**src/rtl/muldiv_unit.sv**
```systemverilog
// Iterative RV32M multiply/divide unit.
// Shift-add multiply and restoring divide on operand magnitudes. Each
// iteration retires BITS_PER_CYCLE bits. Sign correction and result
// selection happen in a final FINISH cycle. Divide-by-zero and signed
// overflow skip the iteration phase.
module muldiv_unit #(
  parameter int unsigned XLEN           = 32,
  parameter int unsigned BITS_PER_CYCLE = 1
) (
  input  logic            clk,
  input  logic            rst,
  input  logic            start,
  input  logic [2:0]      funct3,
  input  logic [XLEN-1:0] operandA,
  input  logic [XLEN-1:0] operandB,
  input  logic            flush,
  output logic            busy,
  output logic            done,
  output logic [XLEN-1:0] result
);

  localparam int unsigned N  = XLEN / BITS_PER_CYCLE;
  localparam int unsigned CW = $clog2(N + 1);

  localparam logic [2:0] F_MUL    = 3'b000;
  localparam logic [2:0] F_MULHSU = 3'b010;
  localparam logic [2:0] F_MULHU  = 3'b011;
  localparam logic [2:0] F_DIV    = 3'b100;
  localparam logic [2:0] F_DIVU   = 3'b101;
  localparam logic [2:0] F_REM    = 3'b110;
  localparam logic [2:0] F_REMU   = 3'b111;

  typedef enum logic [1:0] {S_IDLE, S_ITER, S_FINISH} state_t;

  state_t            r_state, w_state_nxt;
  logic [2:0]        r_op;
  logic [XLEN-1:0]   r_a;        // mul: unused in ITER; div: dividend shifting out, quotient shifting in
  logic [XLEN-1:0]   r_b;        // mul: multiplier shifting right; div: divisor
  logic [2*XLEN-1:0] r_mcand;
  logic [2*XLEN-1:0] r_prod;
  logic [XLEN-1:0]   r_rem;
  logic [CW-1:0]     r_cnt;
  logic              r_neg_a, r_neg_b, r_dz, r_ovf;
  logic              r_done;
  logic [XLEN-1:0]   r_result;

  logic              w_accept, w_sgn_a, w_sgn_b, w_neg_a, w_neg_b;
  logic              w_div_zero, w_ovf, w_fast;
  logic [XLEN-1:0]   w_mag_a, w_mag_b;
  logic [2*XLEN-1:0] w_prod_it, w_mcand_it, w_prod_fix;
  logic [XLEN-1:0]   w_mplr_it, w_quo_it, w_rem_it, w_sel;
  logic [XLEN:0]     w_sh;

  // Operand decode: signedness, magnitudes and fast-path detection.
  always_comb begin
    w_accept   = (r_state == S_IDLE) && start && !flush;
    w_sgn_a    = !((funct3 == F_MULHU) || (funct3 == F_DIVU) || (funct3 == F_REMU));
    w_sgn_b    = w_sgn_a && (funct3 != F_MULHSU);
    w_neg_a    = w_sgn_a && operandA[XLEN-1];
    w_neg_b    = w_sgn_b && operandB[XLEN-1];
    w_mag_a    = w_neg_a ? -operandA : operandA;
    w_mag_b    = w_neg_b ? -operandB : operandB;
    w_div_zero = (operandB == '0);
    w_ovf      = ((funct3 == F_DIV) || (funct3 == F_REM)) &&
                 (operandA == {1'b1, {(XLEN-1){1'b0}}}) && (operandB == '1);
    w_fast     = funct3[2] && (w_div_zero || w_ovf);
  end

  // State register.
  always_ff @(posedge clk or negedge rst) begin
    if (!rst) r_state <= S_IDLE;
    else      r_state <= w_state_nxt;
  end

  // Next-state logic; flush overrides every transition.
  always_comb begin
    w_state_nxt = r_state;
    case (r_state)
      S_IDLE:   if (w_accept) w_state_nxt = w_fast ? S_FINISH : S_ITER;
      S_ITER:   if (r_cnt == CW'(1)) w_state_nxt = S_FINISH;
      S_FINISH: w_state_nxt = S_IDLE;
      default:  w_state_nxt = S_IDLE;
    endcase
    if (flush) w_state_nxt = S_IDLE;
  end

  // One iteration step: both multiply and divide paths computed, op selects.
  always_comb begin
    w_prod_it = r_prod;
    w_quo_it  = r_a;
    w_rem_it  = r_rem;
    w_sh      = '0;
    for (int unsigned i = 0; i < BITS_PER_CYCLE; i++) begin
      if (r_b[i]) w_prod_it = w_prod_it + (r_mcand << i);
      w_sh     = {w_rem_it, w_quo_it[XLEN-1]};
      w_quo_it = {w_quo_it[XLEN-2:0], 1'b0};
      if (w_sh >= {1'b0, r_b}) begin
        w_sh        = w_sh - {1'b0, r_b};
        w_quo_it[0] = 1'b1;
      end
      w_rem_it = w_sh[XLEN-1:0];
    end
    w_mcand_it = r_mcand << BITS_PER_CYCLE;
    w_mplr_it  = r_b >> BITS_PER_CYCLE;
  end

  // Operand latch on accept, then iterate while in ITER.
  always_ff @(posedge clk or negedge rst) begin
    if (!rst) begin
      r_op    <= '0;
      r_a     <= '0;
      r_b     <= '0;
      r_mcand <= '0;
      r_prod  <= '0;
      r_rem   <= '0;
      r_cnt   <= '0;
      r_neg_a <= 1'b0;
      r_neg_b <= 1'b0;
      r_dz    <= 1'b0;
      r_ovf   <= 1'b0;
    end else if (w_accept) begin
      r_op    <= funct3;
      // fast path keeps the raw dividend: it is the DIV overflow quotient and the div-by-zero remainder
      r_a     <= w_fast ? operandA : w_mag_a;
      r_b     <= w_mag_b;
      r_mcand <= {{XLEN{1'b0}}, w_mag_a};
      r_prod  <= '0;
      r_rem   <= '0;
      r_cnt   <= CW'(N);
      r_neg_a <= w_neg_a;
      r_neg_b <= w_neg_b;
      r_dz    <= w_div_zero;
      r_ovf   <= w_ovf;
    end else if (r_state == S_ITER) begin
      r_cnt <= r_cnt - CW'(1);
      if (r_op[2]) begin
        r_a   <= w_quo_it;
        r_rem <= w_rem_it;
      end else begin
        r_prod  <= w_prod_it;
        r_mcand <= w_mcand_it;
        r_b     <= w_mplr_it;
      end
    end
  end

  // Sign correction and result select.
  always_comb begin
    w_prod_fix = (r_neg_a ^ r_neg_b) ? -r_prod : r_prod;
    case (r_op)
      F_MUL:         w_sel = w_prod_fix[XLEN-1:0];
      F_DIV, F_DIVU: w_sel = r_dz ? '1 : r_ovf ? r_a : ((r_neg_a ^ r_neg_b) ? -r_a : r_a);
      F_REM, F_REMU: w_sel = r_dz ? r_a : r_ovf ? '0 : (r_neg_a ? -r_rem : r_rem);
      default:       w_sel = w_prod_fix[2*XLEN-1:XLEN];
    endcase
  end

  // Result register and done pulse; a flush in FINISH suppresses both.
  always_ff @(posedge clk or negedge rst) begin
    if (!rst) begin
      r_done   <= 1'b0;
      r_result <= '0;
    end else if ((r_state == S_FINISH) && !flush) begin
      r_done   <= 1'b1;
      r_result <= w_sel;
    end else begin
      r_done   <= 1'b0;
    end
  end

  assign busy   = (r_state != S_IDLE);
  assign done   = r_done;
  assign result = r_result;

endmodule

```
**config.mk**
```make
export PLATFORM = sky130hd
export DESIGN_NAME = muldiv_unit
export DESIGN_NICKNAME = d
export VERILOG_FILES = /design/src/rtl/muldiv_unit.sv
export SDC_FILE = /design/constraint.sdc
export NUM_CORES = 1
export LEC_CHECK = 0
export CORE_MARGIN = 2
export CORE_UTILIZATION = 45
export CTS_BUF_LIST = sky130_fd_sc_hd__clkbuf_4
export CTS_CLUSTER_SIZE = 10
export DETAILED_ROUTE_END_ITERATION = 10
export MAX_ROUTING_LAYER = met4
export PLACE_DENSITY = 0.67
export SYNTH_ARGS = -nofsm -noshare
export SYNTH_HDL_FRONTEND = slang
export SYNTH_SLANG_ARGS = --single-unit
```
**constraint.sdc**
```tcl
create_clock -name clk -period 8.3 [get_ports clk]
set_clock_uncertainty 0.05 [all_clocks]
set_input_delay 2.075 -clock clk [delete_from_list [all_inputs] [get_ports clk]]
set_output_delay 2.075 -clock clk [all_outputs]
set_load 0.02 [all_outputs]
```
==> flow_summary.yaml <==
clock_network:
  root_buffer: "clkbuf_4"
  cts_buffer_depth: 3
  cts_setup_buffers: 0
  clk_transition_reported_paths_ps: 60
  ctsResizeCount: 0
  cts_tree: "done"
  h-tree-depth: 3
  cts_hold_buf: 0
  numCtsBuffers: 81
  cts_sinks: 272
  worstSkewPairLatency_ps: 840
timing:
  layout_setup_ws_ps: 3241
  worst-slew-pin-transition_ps: 1066
  hold_violations: 0
  rsz0062_at_grt: "no"
  setup_viol: 0
  tns_ps: 0
  min_period_over_period: 0.6095
  clock.fmax_mhz: 197.7
  layout_min_cycle_time_ps: 5059
  relSlewSlack: 0.2895
  finalMaxSlewViolations: 0
cells_and_area:
  num-fill-cells: 4801
  multi_input_area_um2: 14350
  final_nets: 3055
  final_util: 0.5033
  drive_gt1_frac: 0.06868
  final_cell_mix: "432 x nand2_1, 272 x dfrtp_1, 239 x nor2_1, 222 x a21oi_1, 218 x o21ai_0"
  seq_area_um2: 6807
  mostFrequentLayoutCell: "nand2_1"
  synthToLayoutAreaGrowth_pct: 10.87
placed_design:
  hpwl_mm: 54.28
  port_buffers: 104
  finalWeightedCongestion: 0.9567
  place_ws_ps: 2444
logic_synthesis:
  synth_cell_type_count: 95
  synth_nets: 3019
  synthArstFlopShare: 1.000
  ys_seq_elements: 272
  yosysSeqAreaShare: 0.3082
  netlist_area_um2: 22090
  netlist_instances: 2843
  yosys_most_used_dff: "dfrtp_1"
  synth_edf_count: 0
  yosysWarnings: 0
  avgSynthCellArea_um2: 7.769
route:
  num_vias: 21860
  vias_per_cell: 6.134
  postRouteAntennaNets: 0
  drc: 0
  avgRoutedWirePerCell_um: 20.64
  drt_iter0_drc: 2325
  routed_wl_mm: 73.55
  firstDrtPassIters: 5
critical_path:
  crit_fanout: 33
  startpoint: "operandA[1]"
  cp-start-kind: "input pin"
  r2r_end: "r_rem[6]"
  r2r-start: "r_rem[0]"
  setup.worst_path.end_class: "register"
  arrival_ps: 5660
  criticalPathCategory: "input pin to register"
  required_ps: 8910
  rr_worst_depth: 12
  reg2reg_slack_ps: 3760
grt:
  grt_usage: 0.2980
  first_global_vias: 20320
  grt_pass1_wl_mm: 116.0
  grt_overflow: 0
  grt_max_degree: 180
  antenna_found_initial: 1
worst_hold_path:
  hold_start: "result[16]"
  min_delay_path_depth: 2
  hold_path_end: "result[16]"
  hp-class: "register to register"
power:
  ir_worst_vdd_uv: 200.3
  p_seq_frac: 0.284
  power.leakage_uw: 0.01071
  powerDensity_nw_per_um2: 357.8
  power.switching_uw: 4328
  finalPower_uw: 8761
  switching_share: 0.4940
  power.internal_uw: 4433
  p_comb_frac: 0.564
  pwr-share-clk: 0.152
die:
  die_w_um: 225.5
  core_area_um2: 48650
  start_util: 0.4540
  die-area_um2: 50870
  num_rows: 81
  ios: 105
  die_y_um: 225.5
outcome:
  status: "finished clean"
run:
  drv_cap: 0
==> worst max-delay path by stage <==
stage,endpoint,slack (ps),depth (start not counted)
final,r_a[10],3240,12
after global routing,r_a[23],3090,12
after CTS,r_a[10],3330,12
after detailed placement,r_a[10],2440,12
after global placement,r_a[5],2540,12
after floorplan,r_a[5],3550,13
==> Yosys cell counts, types with 11 or more instances <==
cell type | n | area, um2
nand3_1 | 104 | 520.5
clkbuf_1 | 144 | 540.5
o41ai_1 | 15 | 131.4
o21ai_0 | 218 | 1091
nor2b_1 | 13 | 81.33
nor2_1 | 242 | 908.4
a21oi_1 | 222 | 1111
nand2b_1 | 23 | 143.9
o21bai_1 | 20 | 150.1
a211oi_1 | 19 | 142.6
a22oi_1 | 25 | 187.7
buf_1 | 14 | 52.55
and3_1 | 39 | 244.0
inv_1 | 78 | 292.8
mux2i_1 | 30 | 300.3
dfrtp_1 | 272 | 6807
a21o_1 | 50 | 375.4
or4_1 | 15 | 112.6
ha_1 | 103 | 1289
o31ai_1 | 41 | 307.8
o21a_1 | 13 | 97.59
nand2_1 | 433 | 1625
xnor2_1 | 192 | 1682
or2_2 | 14 | 87.58
nor4_1 | 17 | 106.4
xor2_1 | 100 | 875.8
and2_1 | 14 | 87.58
or3_1 | 28 | 175.2
a31oi_1 | 93 | 581.8
nand4_1 | 33 | 206.5
o211ai_1 | 11 | 82.58
nor3_1 | 39 | 195.2
==> metal layers <==
metal,GRT usage,routed length [um],vias up,share of wire
met5,-,0,-,0
met4,0.09613,1961,0,0.027
met3,0.04798,5821,112,0.079
met2,0.4380,32160,887,0.44
met1,0.4184,33610,10570,0.46
li1,-,-,10290,-
==> power by group through the flow <==
stage | combinational, uW | clock, uW | sequential (uW)
finish | 4940 | 1330 | 2490
global route | 5420 | 1430 | 2540
CTS | 4870 | 1360 | 2460
detailed placement | 4850 | 0 | 2480
global placement | 4750 | 0 | 2460
floorplan | 3690 | 0 | 2150
==> critical path: stages <==
cell and delay [ps]:
clkdlybuf4s50_1 430, inv_1 90, ha_1 220, or4b_1 460
or3_1 330, or4_1 580, nor3_2 290, and4_1 290
o21a_4 460, nor3b_1 130, xnor2_1 200, a21oi_1 90
==> flip-flops by register name (all words and copies together) (netlist names) <==
register / cells
r_state: 2
r_b: 32
r_a: 32
result: 32
r_op: 3
r_cnt: 6
r_mcand: 64
r_dz: 1
r_prod: 64
r_neg_a: 1
r_ovf: 1
r_rem: 32
done: 1
r_neg_b: 1
==> cells by family after synthesis <==
family / after synthesis / synth area share
buffers and inverters: 252 / 0.04515
xor gates and xnor gates: 292 / 0.1158
DFF: 272 / 0.3082
and+or+nand+nor: 1062 / 0.2225
adders and majority gates: 105 / 0.06016
muxes: 30 / 0.01360
AOI/OAI and AO/OA: 830 / 0.2346
==> layout make-up <==
type / instances / area share
flip-flops and latches: 272 / 0.2780
clock inverters: 34 / 0.007563
multi-input cells: 2319 / 0.5859
well taps: 622 / 0.03178
repair buffers: 126 / 0.05049
inverters: 79 / 0.01211
diodes: 1 / 0.0001022
clock buffers: 111 / 0.03403
==> per-stage QoR <==
step	instance area, um2	cells	hold WS, ps
5_1_grt	24490	3564	456.7
2_1_floorplan	22090	2843	416.1
3_5_place_dp	23470	3418	424.1
3_3_place_gp	23470	3418	418.2
4_1_cts	24480	3563	439.5
6_report	24490	3564	442.1
Power figures use the tool's default switching activity.
